### src/rtl/pipe_skid_reg.sv
// Pipeline stage register with valid/ready handshake and a one-entry skid buffer.
// Full throughput under backpressure; synchronous flush squashes everything held.
module pipe_skid_reg #(
    parameter int               WIDTH       = 32,
    parameter logic [WIDTH-1:0] RESET_VALUE = '0
) (
    input  logic             clock,
    input  logic             reset,
    input  logic             flush,
    input  logic             in_valid,
    output logic             in_ready,
    input  logic [WIDTH-1:0] in_data,
    output logic             out_valid,
    input  logic             out_ready,
    output logic [WIDTH-1:0] out_data,
    output logic [1:0]       count
);

    typedef enum logic [1:0] {
        EMPTY = 2'd0,
        FULL  = 2'd1,
        SKID  = 2'd2
    } state_t;

    state_t           state;
    logic [WIDTH-1:0] skid_data;
    logic             accept;
    logic             xfer;

    assign accept = in_valid & in_ready;
    assign xfer   = out_valid & out_ready;
    assign count  = state;

    always_ff @(posedge clock) begin
        if (reset || flush) begin
            state     <= EMPTY;
            out_data  <= RESET_VALUE;
            skid_data <= RESET_VALUE;
            in_ready  <= 1'b1;
            out_valid <= 1'b0;
        end else begin
            unique case (state)
                EMPTY: begin
                    if (accept) begin
                        out_data  <= in_data;
                        state     <= FULL;
                        out_valid <= 1'b1;
                    end
                end
                FULL: begin
                    if (xfer && accept) begin
                        out_data <= in_data;
                    end else if (xfer) begin
                        state     <= EMPTY;
                        out_valid <= 1'b0;
                    end else if (accept) begin
                        skid_data <= in_data;
                        state     <= SKID;
                        in_ready  <= 1'b0;
                    end
                end
                SKID: begin
                    if (xfer) begin
                        out_data <= skid_data;
                        state    <= FULL;
                        in_ready <= 1'b1;
                    end
                end
                default: begin
                    // unreachable encoding: fall back to a clean empty stage
                    state     <= EMPTY;
                    in_ready  <= 1'b1;
                    out_valid <= 1'b0;
                end
            endcase
        end
    end

endmodule

### config.mk
export PLATFORM = sky130hd
export DESIGN_NAME = pipe_skid_reg
export DESIGN_NICKNAME = d
export VERILOG_FILES = /design/src/rtl/pipe_skid_reg.sv
export SDC_FILE = /design/constraint.sdc
export NUM_CORES = 1
export LEC_CHECK = 0
export ABC_AREA = 1
export CAP_MARGIN = 30
export CORE_AREA = 8 8 90 92
export CTS_CLUSTER_DIAMETER = 100
export DETAILED_ROUTE_END_ITERATION = 10
export DIE_AREA = 0 0 98 100
export PLACE_DENSITY_LB_ADDON = 0.2
export SLEW_MARGIN = 20
export SYNTH_ARGS = -nofsm -noshare
export SYNTH_HDL_FRONTEND = slang
export SYNTH_SLANG_ARGS = --single-unit
export TNS_END_PERCENT = 5
### constraint.sdc
create_clock -name clock -period 3.9 [get_ports clock]
set_input_delay 0.78 -clock clock [delete_from_list [all_inputs] [get_ports clock]]
set_output_delay 0.78 -clock clock [all_outputs]
set_load 0.05 [all_outputs]
==> flow_summary.yaml, run 1 <==
global_route:
  grt_use_met3_pct: 4.71
  top_usage_layer: "met2"
  overflow: 0
  grt_max_degree: 66
  grt_pass1_wl_mm: 15.2
  grt_pass1_vias: 3197
  use_met1_pct: 20.9
  track_usage_pct: 18.7
  use_met2_pct: 33.5
  antenna_found_initial: 0
synth:
  synth-compound-area-share_pct: 10.8
  synthMuxAreaShare_pct: 0
  ys_types: 15
  netlist_area_um2: 3210
  synth_top_family_by_area: "simple AND/OR/NAND/NOR gates"
  avgSynthCellArea_um2: 6.54
  synth.yosys.warnings: 0
  seq_area_frac_synth_pct: 42.4
  synthCells: 491
  synth-adder-area-share_pct: 0
  syn-num-nets: 528
  synth.ff_latch_count: 68
  yosys.area_share.simple_pct: 36.7
  synth-xor-area-share_pct: 0
route:
  drc_errors: 0
  drtAntennaViolNets: 0
  wl_per_cell_um: 14.0
  finalWirelength_mm: 8.87
  firstDrtPassIters: 4
  via_per_inst: 5.23
  vias: 3298
  drt-initial-drc-count: 287
worst_setup_path:
  crit_family: "buffers and inverters"
  cpPeakStageDelay_ps: 870
  critical_path.max_fanout: 7
  crit_arrival_ps: 1680
  required_ps: 3120
  end_kind: "primary output"
  crit_type: "register to primary output"
  cp_slowest_cell: "clkdlybuf4s50_1"
  cp-start-kind: "register"
  path_cells: "clkdlybuf4s50_1"
  worst-path-buf-inv: 1
clock_tree:
  cts_resized: 0
  post_cts.repair.setup_buffers: 0
  cts_buffer_depth: 2
  cts_tree: "done"
  h-tree-depth: 3
  clk_pin_slew_ps: 70
  holdBufCountCts: 0
  cts_buffers: 9
  cts_root_buf: "clkbuf_8"
  clock_sinks: 68
  clk_latency_ps: 340
die:
  core_area_um2: 6640
  dieArea_um2: 9800
  rows: 30
  io_pins: 73
  start_util_pct: 48.3
  dieHeight_um: 100
  die_x_um: 98
pwr:
  ir_worst_vdd_uv: 258
  power_density_nw_per_um2: 405
  leakage_nw: 1.78
  power_mw: 1.69
job:
  cap_violations: 0
final_layout:
  layout-drive-gt1-share_pct: 5.81
  fillers: 633
  n_antenna_cell: 0
  area_growth_pct: 29.6
  nets: 583
  mostFrequentLayoutCells: "nand2_1 (138), nand3_1 (101), clkdlybuf4s50_1 (72), dfxtp_1 (68), a21oi_1 (66)"
  final_common_cell: "nand2_1"
  finalNonFillerCells: 631
placed_design:
  io_buffers: 72
  dp.cells: 615
  place.gp.congestion: 0.815
  dp_hpwl_mm: 5.55
sta:
  fin_hold_ws_ps: 462
  fin_crit_sh_pct: 63.2
  max_freq_mhz: 406
  finalSetupViolCount: 0
  tns_ps: 0
  slew_headroom_pct: 52.0
  drv_slew: 0
  min_period_ps: 2460
  worstMarginPinSlew_ps: 720
  fin_skew_ps: 7.90
  hold_viol_final: 0
  rsz0062_at_grt: "no"
min_path:
  hold_class: "register to register"
status:
  run_status: "complete, no violations"
cells in the mapped netlist:
cell / number / share of area (%)
nand2_1: 139 / 16
nand3_1: 101 / 16
dfxtp_1: 68 / 42
a21oi_1: 66 / 10
nor2_1: 37 / 4.3
inv_1: 35 / 4.1
clkbuf_1: 16 / 1.9
buf_2: 13 / 2.0
buf_4: 6 / 1.4
buf_1: 3 / 0.35
inv_2: 2 / 0.23
o21ai_0: 2 / 0.31
clkinv_1: 1 / 0.12
nor2_4: 1 / 0.35
o21bai_1: 1 / 0.23
registers in the layout, indices dropped and copies added (netlist names):
name	flops
in_ready	1
count	2
out_data	32
out_valid	1
skid_data	32
path summary, 6_finish.rpt:
path	from	to	slack, ps	cells past startpoint
hold reg to reg	skid_data[14]$_SDFFE_PP0P_	skid_data[14]$_SDFFE_PP0P_	460	2
setup / recovery	count[0]$_SDFFE_PP0P_	count[0]	1440	1
setup reg to reg	count[0]$_SDFFE_PP0P_	out_data[27]$_SDFFE_PP0P_	1560	9
hold / removal	skid_data[14]$_SDFFE_PP0P_	skid_data[14]$_SDFFE_PP0P_	460	2
through the flow:
step                      cell area, um^2  worst slack, ps  utilization [%]
after floorplan                      3210             2110                -
after global placement               3950             1240             59.4
after detailed placement             3950             1200             59.4
after CTS                            4160             1420             62.6
after global routing                 4160             1300             62.6
final                                4160             1440             62.6
report_power, final:
group	total, mW	leakage, nW	internal, mW	switching [mW]
clock network	0.629	0.109	0.357	0.271
registers	0.732	0.553	0.718	0.0142
logic	0.325	1.12	0.120	0.205
cell families (layout without fill, tap and decap cells):
| group | after synthesis | after routing |
|---|---|---|
| and+or+nand+nor | 278 | 278 |
| buffers and inverters | 76 | 136 |
| AOI/OAI and AO/OA | 69 | 69 |
| DFF | 68 | 68 |
metal layers:
metal,up-vias,wire length [um],part of all wire (%)
met5,-,0,0
met4,0,95,1.1
met3,8,619,7.0
met2,104,4370,49
met1,1499,3780,43
li1,1687,-,-
final cells by class:
| cell class | instances | area, um^2 | area share, % |
|---|---|---|---|
| inverter | 38 | 143 | 3.43 |
| multi-input combinational | 347 | 1530 | 36.8 |
| sequential | 68 | 1360 | 32.7 |
| timing repair buffer | 82 | 808 | 19.4 |
| clock buffer | 9 | 124 | 2.98 |
| tap | 80 | 100 | 2.41 |
| clock inverter | 7 | 91.3 | 2.20 |
Note: power is estimated with default switching activity, not from simulation.
==> run 2: changes to the inputs <==
- clock period: 3.9 -> 2.45 ns (I/O delays scaled with it)
==> flow_summary.yaml, run 2 (synthesis gave the netlist of run 1 again) <==
status:
  run_status: "complete, no violations"
pwr:
  leakage_nw: 1.82
  power_density_nw_per_um2: 669
  ir_worst_vdd_uv: 318
sta:
  finalSetupViolCount: 0
  tns_ps: 0
  hold_viol_final: 0
  worstMarginPinSlew_ps: 543
  fin_hold_ws_ps: 462
  fin_crit_sh_pct: 88.4
  fin_skew_ps: 7.04
  drv_slew: 0
  min_period_ps: 2170
  max_freq_mhz: 462
  slew_headroom_pct: 63.7
  rsz0062_at_grt: "no"
worst_setup_path:
  cp-start-kind: "register"
  crit_arrival_ps: 1680
  required_ps: 1960
  startpoint: "count[0]$_SDFFE_PP0P_"
  cpPeakStageDelay_ps: 860
  critical_path.max_fanout: 7
  crit_type: "register to primary output"
  cp_slowest_cell: "clkdlybuf4s50_1"
  end_kind: "primary output"
  worst-path-buf-inv: 1
  rr_startpoint: "count[0]$_SDFFE_PP0P_"
  crit_family: "buffers and inverters"
  path_cells: "clkdlybuf4s50_1"
route:
  firstDrtPassIters: 4
  via_per_inst: 5.23
  drtAntennaViolNets: 0
  drt-initial-drc-count: 203
  finalWirelength_mm: 8.77
  vias: 3318
  wl_per_cell_um: 13.8
  drc_errors: 0
final_layout:
  area_growth_pct: 32.1
  nets: 586
  fillers: 613
  mostFrequentLayoutCells: "nand2_1 (138), nand3_1 (101), clkdlybuf4s50_1 (71), dfxtp_1 (68), a21oi_1 (66)"
  final_common_cell: "nand2_1"
  layout-drive-gt1-share_pct: 6.32
  n_antenna_cell: 0
min_path:
  hold_class: "register to register"
  hp-start: "skid_data[17]$_SDFFE_PP0P_"
die:
  io_pins: 73
  rows: 30
  start_util_pct: 48.3
  dieArea_um2: 9800
  dieHeight_um: 100
  die_x_um: 98
  core_area_um2: 6640
clock_tree:
  clk_latency_ps: 340
  post_cts.repair.setup_buffers: 0
  holdBufCountCts: 0
  cts_resized: 0
  cts_tree: "done"
  cts_buffer_depth: 2
  clk_pin_slew_ps: 70
  clock_sinks: 68
  cts_root_buf: "clkbuf_8"
  cts_buffers: 9
  h-tree-depth: 3
global_route:
  antenna_found_initial: 0
  track_usage_pct: 18.5
  grt_pass1_wl_mm: 14.9
  grt_pass1_vias: 3130
  grt_max_degree: 43
  overflow: 0
job:
  cap_violations: 0
placed_design:
  dp_hpwl_mm: 5.65
  io_buffers: 72
  place.gp.congestion: 0.824
## run 2: cell count changes in the layout (fill, tap and decap cells not counted), moves of 2 or more
cell,delta
buf_12,+2
buf_4,+2
clkbuf_8,+2
clkinv_2,-2
## run 2: layout make-up
class / count / area (um^2) / area share (%)
multi-input combinational: 347 / 1530 / 36.1
clock buffer: 12 / 155 / 3.66
inverter: 38 / 143 / 3.36
clock inverter: 4 / 95.1 / 2.24
sequential: 68 / 1360 / 32.1
tap: 80 / 100 / 2.36
timing repair buffer: 85 / 853 / 20.1
## run 2: per-layer routing
metal  vias up  GRT usage, %  share of wire, %
met5         -             0                 0
met4         0          8.51               1.9
li1       1694             -                 -
met2       108          30.6                48
met3        15          4.91               6.3
met1      1501          21.9                44
## run 2: final timing paths
path | to | slack, ps | cells past startpoint
setup / recovery | count[0] | 280 | 1
hold reg to reg | skid_data[17]$_SDFFE_PP0P_ | 460 | 2
hold / removal | skid_data[17]$_SDFFE_PP0P_ | 460 | 2
setup reg to reg | out_data[17]$_SDFFE_PP0P_ | 640 | 9
## run 2: where the power goes
| part | switching [mW] | internal [mW] | leakage (nW) |
|---|---|---|---|
| sequential | 0.0219 | 1.14 | 0.553 |
| combinational | 0.326 | 0.195 | 1.14 |
| clock | 0.421 | 0.731 | 0.127 |
## run 2: stage by stage
stage               instance area (um^2)  std cells  worst slack (ps)  utilization [%]  total power [mW]
floorplan                           3210        491               664                -              1.52
global placement                    3990        618               381             60.1              1.71
detailed placement                  3990        618               337             60.1              1.71
CTS                                 4240        634               266             63.8              2.85
global route                        4240        634               219             63.8              2.95
finish                              4240        634               285             63.8              2.84
## run 2: worst reg2reg max path, delay by kind of cell, from the launching register on
family                 cells  cell delay (ps)
buffers and inverters      3              610
DFF                        1              380
and+or+nand+nor            6              720
